### config.mk
export PLATFORM = sky130hd
export DESIGN_NAME = spike_packet_encoder
export DESIGN_NICKNAME = d
export VERILOG_FILES = /design/src/rtl/spike_packet_encoder.sv
export SDC_FILE = /design/constraint.sdc
export NUM_CORES = 1
export LEC_CHECK = 0
export ABC_AREA = 1
export CAP_MARGIN = 20
export CORE_ASPECT_RATIO = 1.25
export CORE_MARGIN = 2
export CORE_UTILIZATION = 30
export DETAILED_ROUTE_END_ITERATION = 10
export GPL_ROUTABILITY_DRIVEN = 0
export GPL_TIMING_DRIVEN = 0
export RECOVER_POWER = 25
export SYNTH_ARGS = -nofsm -noshare
export SYNTH_HDL_FRONTEND = slang
export SYNTH_SLANG_ARGS = --single-unit
### constraint.sdc
create_clock -name clk -period 13.1 [get_ports clk]
set_input_delay 2.62 -clock clk [delete_from_list [all_inputs] [get_ports clk]]
set_output_delay 2.62 -clock clk [all_outputs]
set_load 0.02 [all_outputs]
### src/rtl/spike_packet_encoder.sv
// Serialises a 256-bit end-of-image spike vector into 8-bit neuron-index packets behind a Wishbone FIFO.
// Optional per-frame timestamp byte in each entry when SPIKE_ENC_TIMESTAMP_EN is defined.
module spike_packet_encoder #(
  parameter logic [31:0] BASE_ADDR  = 32'h3000_8000,
  parameter int          FIFO_DEPTH = 16
) (
  input  logic         clk,
  input  logic         rst,
  input  logic         spike_valid_i,
  input  logic [255:0] spike_vec_i,
  input  logic         wbs_cyc_i,
  input  logic         wbs_stb_i,
  input  logic         wbs_we_i,
  input  logic [3:0]   wbs_sel_i,
  input  logic [31:0]  wbs_adr_i,
  input  logic [31:0]  wbs_dat_i,
  output logic         wbs_ack_o,
  output logic [31:0]  wbs_dat_o,
  output logic         busy_o,
  output logic         frame_done_o
);
  localparam int AW = $clog2(FIFO_DEPTH);
  localparam logic [AW:0] DEPTH_L = (AW+1)'(FIFO_DEPTH);
`ifdef SPIKE_ENC_TIMESTAMP_EN
  localparam int EW = 16;
`else
  localparam int EW = 8;
`endif

  typedef enum logic {IDLE, SCAN} state_t;
  typedef struct packed {
    logic       rd;
    logic       wr;
    logic [1:0] sel;
  } wb_req_t;

  state_t         state, state_nxt;
  logic [255:0]   pending, pend_clr;
  logic [8:0]     frame_count;
  logic           dropped;
  logic [7:0]     low_idx;
  logic           capture, push, scan_done, drop;

  logic [EW-1:0]  mem [FIFO_DEPTH];
  logic [AW-1:0]  wr_ptr, rd_ptr;
  logic [AW:0]    level;
  logic [8:0]     level9;
  logic [7:0]     level_sat;
  logic           empty, full, pop, flush, clr_drop;
  logic [EW-1:0]  entry;
  logic [31:0]    rdata;
  wb_req_t        req;
  logic           hit;
  logic           unused_bits;

  assign unused_bits = ^{wbs_sel_i, wbs_dat_i[31:2], wbs_adr_i[1:0]};

  assign empty     = (level == '0);
  assign full      = (level == DEPTH_L);
  assign level9    = 9'(level);
  assign level_sat = level9[8] ? 8'hFF : level9[7:0];
  assign busy_o    = (state == SCAN);
  assign pend_clr  = pending & (pending - 256'd1);

  // Lowest set bit wins: the last assignment in a descending loop.
  always_comb begin
    low_idx = '0;
    for (int i = 255; i >= 0; i--)
      if (pending[i]) low_idx = 8'(i);
  end

  always_ff @(posedge clk or posedge rst)
    if (rst) state <= IDLE;
    else     state <= state_nxt;

  always_comb begin
    state_nxt = state;
    capture   = 1'b0;
    push      = 1'b0;
    scan_done = 1'b0;
    drop      = 1'b0;
    case (state)
      IDLE: if (spike_valid_i) begin
        capture   = 1'b1;
        state_nxt = SCAN;
      end
      SCAN: begin
        drop = spike_valid_i;
        if (pending == '0) begin
          scan_done = 1'b1;
          state_nxt = IDLE;
        end else if (!full) begin
          push = 1'b1;
          if (pend_clr == '0) begin
            scan_done = 1'b1;
            state_nxt = IDLE;
          end
        end
      end
      default: state_nxt = IDLE;
    endcase
  end

  always_ff @(posedge clk or posedge rst)
    if (rst) begin
      pending      <= '0;
      frame_count  <= '0;
      dropped      <= 1'b0;
      frame_done_o <= 1'b0;
    end else begin
      frame_done_o <= scan_done;
      if (capture) begin
        pending     <= spike_vec_i;
        frame_count <= '0;
      end else if (push) begin
        pending     <= pend_clr;
        frame_count <= frame_count + 9'd1;
      end
      if (drop)          dropped <= 1'b1;
      else if (clr_drop) dropped <= 1'b0;
    end

`ifdef SPIKE_ENC_TIMESTAMP_EN
  logic [7:0] ts;
  always_ff @(posedge clk or posedge rst)
    if (rst)            ts <= '0;
    else if (scan_done) ts <= ts + 8'd1;
  assign entry = {ts, low_idx};
`else
  assign entry = low_idx;
`endif

  // Wishbone decode; a request is taken only while ack is low, giving one-cycle acks.
  assign hit      = (wbs_adr_i[31:4] == BASE_ADDR[31:4]);
  assign req.rd   = wbs_cyc_i & wbs_stb_i & hit & ~wbs_ack_o & ~wbs_we_i;
  assign req.wr   = wbs_cyc_i & wbs_stb_i & hit & ~wbs_ack_o &  wbs_we_i;
  assign req.sel  = wbs_adr_i[3:2];
  assign pop      = req.rd & (req.sel == 2'd0) & ~empty;
  assign flush    = req.wr & (req.sel == 2'd2) & wbs_dat_i[0];
  assign clr_drop = req.wr & (req.sel == 2'd2) & wbs_dat_i[1];

  always_comb begin
    rdata = '0;
    if (req.rd)
      case (req.sel)
        2'd0: if (!empty) rdata = {16'h8000, 16'(mem[rd_ptr])};
        2'd1: rdata = {7'd0, frame_count, level_sat, 4'd0, dropped, busy_o, full, empty};
        default: rdata = '0;
      endcase
  end

  always_ff @(posedge clk)
    if (push) mem[wr_ptr] <= entry;

  // Flush beats a same-edge push, so that entry is discarded.
  always_ff @(posedge clk or posedge rst)
    if (rst) begin
      wr_ptr <= '0;
      rd_ptr <= '0;
      level  <= '0;
    end else if (flush) begin
      wr_ptr <= '0;
      rd_ptr <= '0;
      level  <= '0;
    end else begin
      if (push) wr_ptr <= wr_ptr + 1'b1;
      if (pop)  rd_ptr <= rd_ptr + 1'b1;
      case ({push, pop})
        2'b10:   level <= level + 1'b1;
        2'b01:   level <= level - 1'b1;
        default: level <= level;
      endcase
    end

  always_ff @(posedge clk or posedge rst)
    if (rst) begin
      wbs_ack_o <= 1'b0;
      wbs_dat_o <= '0;
    end else begin
      wbs_ack_o <= req.rd | req.wr;
      wbs_dat_o <= rdata;
    end
endmodule

==> flow_summary.json, run 1 <==
{
  "synth-edff-count": 128,
  "ctsHtreeMaxLevel": 2,
  "hp-class": "flop to flop",
  "postSynthCellCount": 4269,
  "row_count": 129,
  "clockRootBuffer": "clkbuf_16",
  "cp_data_required_time_ns": 13.50,
  "grt_use_total": 0.233,
  "yosys.area.top_type": "dfrtp_1",
  "floorplan.initialDensity": 0.301,
  "drtIter0Drc": 2525,
  "rsz0062_at_grt": "yes",
  "io_buffer_count": 319,
  "setup_viol": 16,
  "slew_headroom": -3.22,
  "drt_wl_total_um": 121000,
  "grt_max_degree": 117,
  "dp_hpwl_um": 98200,
  "dpl_cell_area_um2": 34800,
  "grt_pass1_vias": 29500,
  "async_flop_share": 0.704,
  "p_per_area_nw_per_um2": 90.4,
  "routedWlPerCell_um": 20.2,
  "num_vias": 29900,
  "violations": "max-capacitance violations, max-slew violations, negative setup slack",
  "crit_path_end_kind": "flop",
  "critPathBufInv": 2,
  "cts_tree": "done",
  "p_leak_nw": 13.3,
  "io_pins": 365,
  "ys_top_cells_by_count": "974 x nor2_1, 880 x inv_1, 713 x nand2_1",
  "period_needed_ns": 14.17,
  "max_freq_mhz": 70.6,
  "cp_top_family": "simple AND/OR/NAND/NOR gates",
  "dieArea_um2": 102000,
  "nets": 5002,
  "crit_path_top_delay_cell": "dfrtp_1",
  "drc": 0,
  "start_kind": "flop",
  "yosys_warnings": 0,
  "path_class": "flop to flop",
  "clock-sinks": 433,
  "antenna_found_initial": 0,
  "cpMostUsedCell": "nand2_1",
  "synth.most_common_cell": "nor2_1",
  "period_share": 1.08,
  "final_util": 0.369,
  "total_power_mw": 3.30,
  "firstDrtPassIters": 5,
  "clk_path_buf_depth": 3,
  "synth_top_area_share": 0.257,
  "yosysSeqAreaShare": 0.386,
  "cp_max_fo": 16,
  "synthTopCellsByArea": "dfrtp_1 26%, edfxtp_1 13%, nor2_1 12%",
  "synth_cell_types": 46,
  "grt-ovfl-total": 0,
  "status": "finished with violations",
  "die_w_um": 285,
  "worst_pin_slew_ns": 6.33,
  "syn_avg_cell_area_um2": 6.96,
  "clock_skew_ns": 0.0715,
  "area_growth_pct": 22.7,
  "drive_above_1_share": 0.0515,
  "setup_ws_ns": -1.07,
  "insertion_delay_ns": 0.66,
  "drv_slew": 210,
  "slowest_delay_ns": 0.37,
  "clkSlewWorstSetupHoldPaths_ns": 0.06,
  "die_h_um": 356,
  "cts_buffers": 47,
  "antenna_cells": 0,
  "synth_top_flop_cell": "dfrtp_1",
  "drv_cap": 3,
  "peakVddDrop_uv": 94.0,
  "ys_ff_latch": 433,
  "ant_nets": 0,
  "final_cell_area_um2": 36400,
  "core_area_um2": 98600,
  "grt_pass1_wl_um": 178000,
  "synthesis.area_um2": 29700,
  "cp.arrival_ns": 14.57,
  "hold_viol": 0,
  "viasPerCell": 4.97
}
layout make-up:
cell class              count  area, um^2
flip-flops and latches    433       11500
plain buffers             118         477
inverters                1028        5100
well taps                1310        1640
fillers                 10500       62200
clock inverters            20         267
repair buffers            336        3390
clock buffers              68        1370
multi-input cells        2698       12700
metrics by stage:
stage / hold WS, ns / cells / setup TNS [ns] / worst slack [ns]
after floorplan: 0.446 / 4277 / 0 / 1.52
after global placement: 0.462 / 5906 / -894.60 / -2.93
after detailed placement: 0.470 / 5918 / -22.48 / -1.41
after CTS: 0.480 / 6010 / -14.54 / -0.911
after global routing: 0.522 / 6011 / -53.93 / -3.37
final: 0.479 / 6011 / -17.12 / -1.07
cells by family (layout without fill, tap and decap cells):
group           Yosys count  after routing  synth area share
simple gates           1979           1979             0.268
buf+inv                1146           1570             0.188
compound gates          693            693             0.151
flops                   433            433             0.386
fa+ha+maj                10             10           0.00447
xor+xnor                  7              7           0.00206
other cells               1              9          0.000126
metal layers:
metal | routed length, um | track usage | up-vias
li1 | - | - | 14300
met1 | 48600 | 0.281 | 14100
met2 | 56700 | 0.393 | 1199
met3 | 7740 | 0.0325 | 299
met4 | 8100 | 0.139 | 0
met5 | 0 | 0 | -
cells in the final DEF, fill, tap and decap left out, types with 4 or more instances in the layout:
cell,instances
xnor2_1,4
nor2_1,973
buf_4,15
o21ai_1,36
o22ai_1,25
clkdlybuf4s50_1,317
clkbuf_1,120
a221oi_1,6
inv_1,882
a21oi_1,185
clkbuf_16,49
o31ai_1,17
bufinv_8,90
edfxtp_1,128
a22o_1,14
a22oi_1,8
inv_2,40
o21ai_0,158
clkbuf_8,7
a41oi_1,4
nor3_1,75
o41ai_1,6
o221ai_1,149
nand2_2,6
nand2_1,707
o211ai_1,34
nand4_1,76
conb_1,9
o22a_1,29
ha_1,9
clkinv_2,6
clkinv_1,17
a31oi_1,10
nor4_1,44
dfrtp_1,305
nand3_1,87
worst paths after layout:
| path | from | endpoint | slack, ns | depth (start not counted) |
|---|---|---|---|---|
| worst max-delay path | pending[254] | mem[3][0] | -1.07 | 256 |
| worst min-delay path | frame_count[3] | frame_count[3] | 0.48 | 1 |
| worst max register to register | pending[254] | mem[3][0] | -1.07 | 256 |
| worst min register to register | frame_count[3] | frame_count[3] | 0.48 | 1 |
| max in group asynchronous | rst | pending[233] | 2.19 | 3 |
| min in group asynchronous | rst | pending[92] | 3.64 | 2 |
sequential cells by signal, indices dropped and copies added (netlist names):
signal        count
pending         256
mem             128
wbs_dat_o        23
frame_count       9
level             5
rd_ptr            4
wr_ptr            4
busy_o            1
dropped           1
frame_done_o      1
wbs_ack_o         1
report_power, final:
group | internal (mW) | leakage, nW | switching [mW]
Clock | 0.798 | 0.785 | 0.634
Combinational | 0.207 | 8.32 | 0.165
Sequential | 1.44 | 4.18 | 0.0520
timing repair:
action | CTS | global route
buffers inserted | 4 | 1
hold buffers | 0 | 0
pin swaps | 1 | 1
setup endpoints to repair | 16 | 16
resized for setup | 4 | 3
Note: power is estimated with default switching activity, not from simulation.
==> run 2, diff against run 1 <==
--- a/config.mk
+++ b/config.mk
@@ -7,13 +7,17 @@
 export LEC_CHECK = 0
 export ABC_AREA = 1
 export CAP_MARGIN = 20
+export CELL_PAD_IN_SITES_DETAIL_PLACEMENT = 0
+export CELL_PAD_IN_SITES_GLOBAL_PLACEMENT = 1
 export CORE_ASPECT_RATIO = 1.25
 export CORE_MARGIN = 2
 export CORE_UTILIZATION = 30
 export DETAILED_ROUTE_END_ITERATION = 10
 export GPL_ROUTABILITY_DRIVEN = 0
 export GPL_TIMING_DRIVEN = 0
+export PLACE_DENSITY_LB_ADDON = 0.1
 export RECOVER_POWER = 25
+export SLEW_MARGIN = 10
 export SYNTH_ARGS = -nofsm -noshare
 export SYNTH_HDL_FRONTEND = slang
 export SYNTH_SLANG_ARGS = --single-unit
==> run 2 against run 1 <==
The flow still finishes with violations (max-capacitance violations, max-slew violations, negative setup slack). Sequential cell count stayed put. Cell count rose by 0.27%. Sequential share of layout area decreased by 0.17 points. Maximum frequency shrank 2.8%. Count of clock-buffer cells in the layout grew 5.
==> flow_summary.json, run 2 (synthesized netlist as in run 1, its figures left out) <==
{
  "grt_max_degree": 99,
  "slew_headroom": -2.88,
  "path_class": "flop to flop",
  "clock-sinks": 433,
  "violations": "max-capacitance violations, max-slew violations, negative setup slack",
  "row_count": 129,
  "pwr-share-clk": 0.447,
  "die_w_um": 285,
  "dpl_cell_area_um2": 34900,
  "max_freq_mhz": 68.6,
  "largestRegisters": "pending (256), mem (128), wbs_dat_o (23)",
  "antenna_found_initial": 9,
  "grt_use_total": 0.261,
  "sw_frac_of_total": 0.260,
  "nFillCells": 10900,
  "clkSlewWorstSetupHoldPaths_ns": 0.06,
  "grt-ovfl-total": 0,
  "status": "finished with violations",
  "start_kind": "flop",
  "ctsHtreeMaxLevel": 2,
  "p_leak_nw": 13.4,
  "nets": 5013,
  "drtIter0Drc": 1938,
  "drive_above_1_share": 0.0547,
  "hp-class": "flop to flop",
  "hold_viol": 0,
  "cp_max_fo": 16,
  "worst_pin_slew_ns": 5.82,
  "ant_nets": 0,
  "drc": 0,
  "dieArea_um2": 102000,
  "cp_data_required_time_ns": 13.50,
  "clockRootBuffer": "clkbuf_16",
  "peakVddDrop_uv": 93.9,
  "drv_cap": 3,
  "grt_pass1_vias": 30200,
  "io_buffer_count": 319,
  "crit_path_end_kind": "flop",
  "cts_hold_buf": 0,
  "regArea_um2": 11500,
  "rsz0062_at_grt": "yes",
  "final_cell_area_um2": 36600,
  "period_share": 1.11,
  "drv_slew": 216,
  "combPwrFrac": 0.111,
  "p_seq_frac": 0.443,
  "multi_input_area_um2": 12700,
  "largest_reg_flops": 256,
  "final_common_cell": "nor2_1",
  "dp_hpwl_um": 110000,
  "firstDrtPassIters": 7,
  "insertion_delay_ns": 0.65,
  "cpMostUsedCell": "nand2_1",
  "io_pins": 365,
  "mostFrequentLayoutCells": "972 x nor2_1, 883 x inv_1, 704 x nand2_1",
  "pre_cts_ws_ns": -2.26,
  "die_h_um": 356,
  "clock_skew_ns": 0.0268,
  "grt_pass1_wl_um": 196000,
  "routedWlPerCell_um": 22.4,
  "num_vias": 29400,
  "cp.arrival_ns": 14.97,
  "cts_tree": "done",
  "p_per_area_nw_per_um2": 92.1,
  "period_needed_ns": 14.58,
  "setup_viol": 16,
  "drt_wl_total_um": 135000,
  "top_register": "pending",
  "viasPerCell": 4.88,
  "crit_path_top_delay_cell": "dfrtp_1",
  "core_area_um2": 98600,
  "floorplan.initialDensity": 0.301,
  "clk_path_buf_depth": 3,
  "area_growth_pct": 23.4,
  "setup_ws_ns": -1.48,
  "switchingPower_mw": 0.876,
  "cts_buffers": 51,
  "p_int_mw": 2.50,
  "slowest_delay_ns": 0.41
}
-- run 2: cell count changes in the layout (fill, tap and decap cells not counted), sizes merged --
| cell | previous run | this run |
|---|---|---|
| buf | 27 | 33 |
| clkdlybuf4s50 | 317 | 318 |
| diode | 0 | 2 |
| inv | 924 | 923 |
| dlygate4sd3 | 2 | 1 |
| bufinv | 93 | 94 |
| clkinv | 27 | 29 |
| clkbuf | 176 | 182 |
-- run 2: worst paths after layout --
path	startpoint	end	slack, ns	depth (start not counted)
worst min-delay path	frame_count[3]	frame_count[3]	0.50	1
min in group asynchronous	rst	pending[130]	3.18	2
max in group asynchronous	rst	pending[233]	3.43	3
worst max register to register	pending[255]	mem[3][0]	-1.48	255
worst min register to register	frame_count[3]	frame_count[3]	0.50	1
worst max-delay path	pending[255]	mem[3][0]	-1.48	255
-- run 2: area by class of cell --
cell class	instances	share of cell area
antenna	2	0.000137
clock inverter	22	0.00789
clock buffer	73	0.0393
timing repair buffer	343	0.0947
sequential	433	0.313
buffer	118	0.0130
tap	1310	0.0447
multi-input combinational	2698	0.348
inverter	1028	0.139
-- run 2: repair_timing --
| item | CTS | global route |
|---|---|---|
| buffers inserted | 4 | 0 |
| resized for setup | 4 | 6 |
| pin swaps | 2 | 0 |
| hold endpoints to repair | 0 | 0 |
| setup endpoints to repair | 16 | 16 |
-- run 2: per-stage QoR --
step / util / power, mW / hold WS (ns) / TNS, ns / cells
after detailed placement: 0.354 / 1.88 / 0.491 / -36.10 / 5924
after CTS: 0.372 / 3.40 / 0.499 / -26.58 / 6023
after global placement: 0.350 / 1.88 / 0.468 / -1211.28 / 5906
after global routing: 0.371 / 3.50 / 0.507 / -62.22 / 6025
final: 0.371 / 3.37 / 0.495 / -23.57 / 6027
after floorplan: - / 1.70 / 0.446 / 0 / 4277
-- run 2: power by group through the flow --
stage                     Sequential, mW  Combinational [mW]  Clock [mW]
after detailed placement            1.52               0.365           0
after floorplan                     1.50               0.205           0
final                               1.49               0.374        1.51
after global routing                1.50               0.409        1.59
after global placement              1.52               0.359           0
after CTS                           1.49               0.377        1.54
-- run 2: worst max-delay path, delay by kind of cell (launching register included) --
kind                   cells  cell delay (ns)
AOI/OAI and AO/OA          1             0.06
buffers and inverters      1             0.15
DFF                        1             0.41
and+or+nand+nor          253            13.65
-- run 2: routing by layer --
layer,share of wire,track usage,vias to the layer above
met5,0.00043,0,-
met4,0.033,0.0815,10
met3,0.042,0.0298,174
met2,0.50,0.469,716
met1,0.43,0.325,14100
li1,-,-,14400
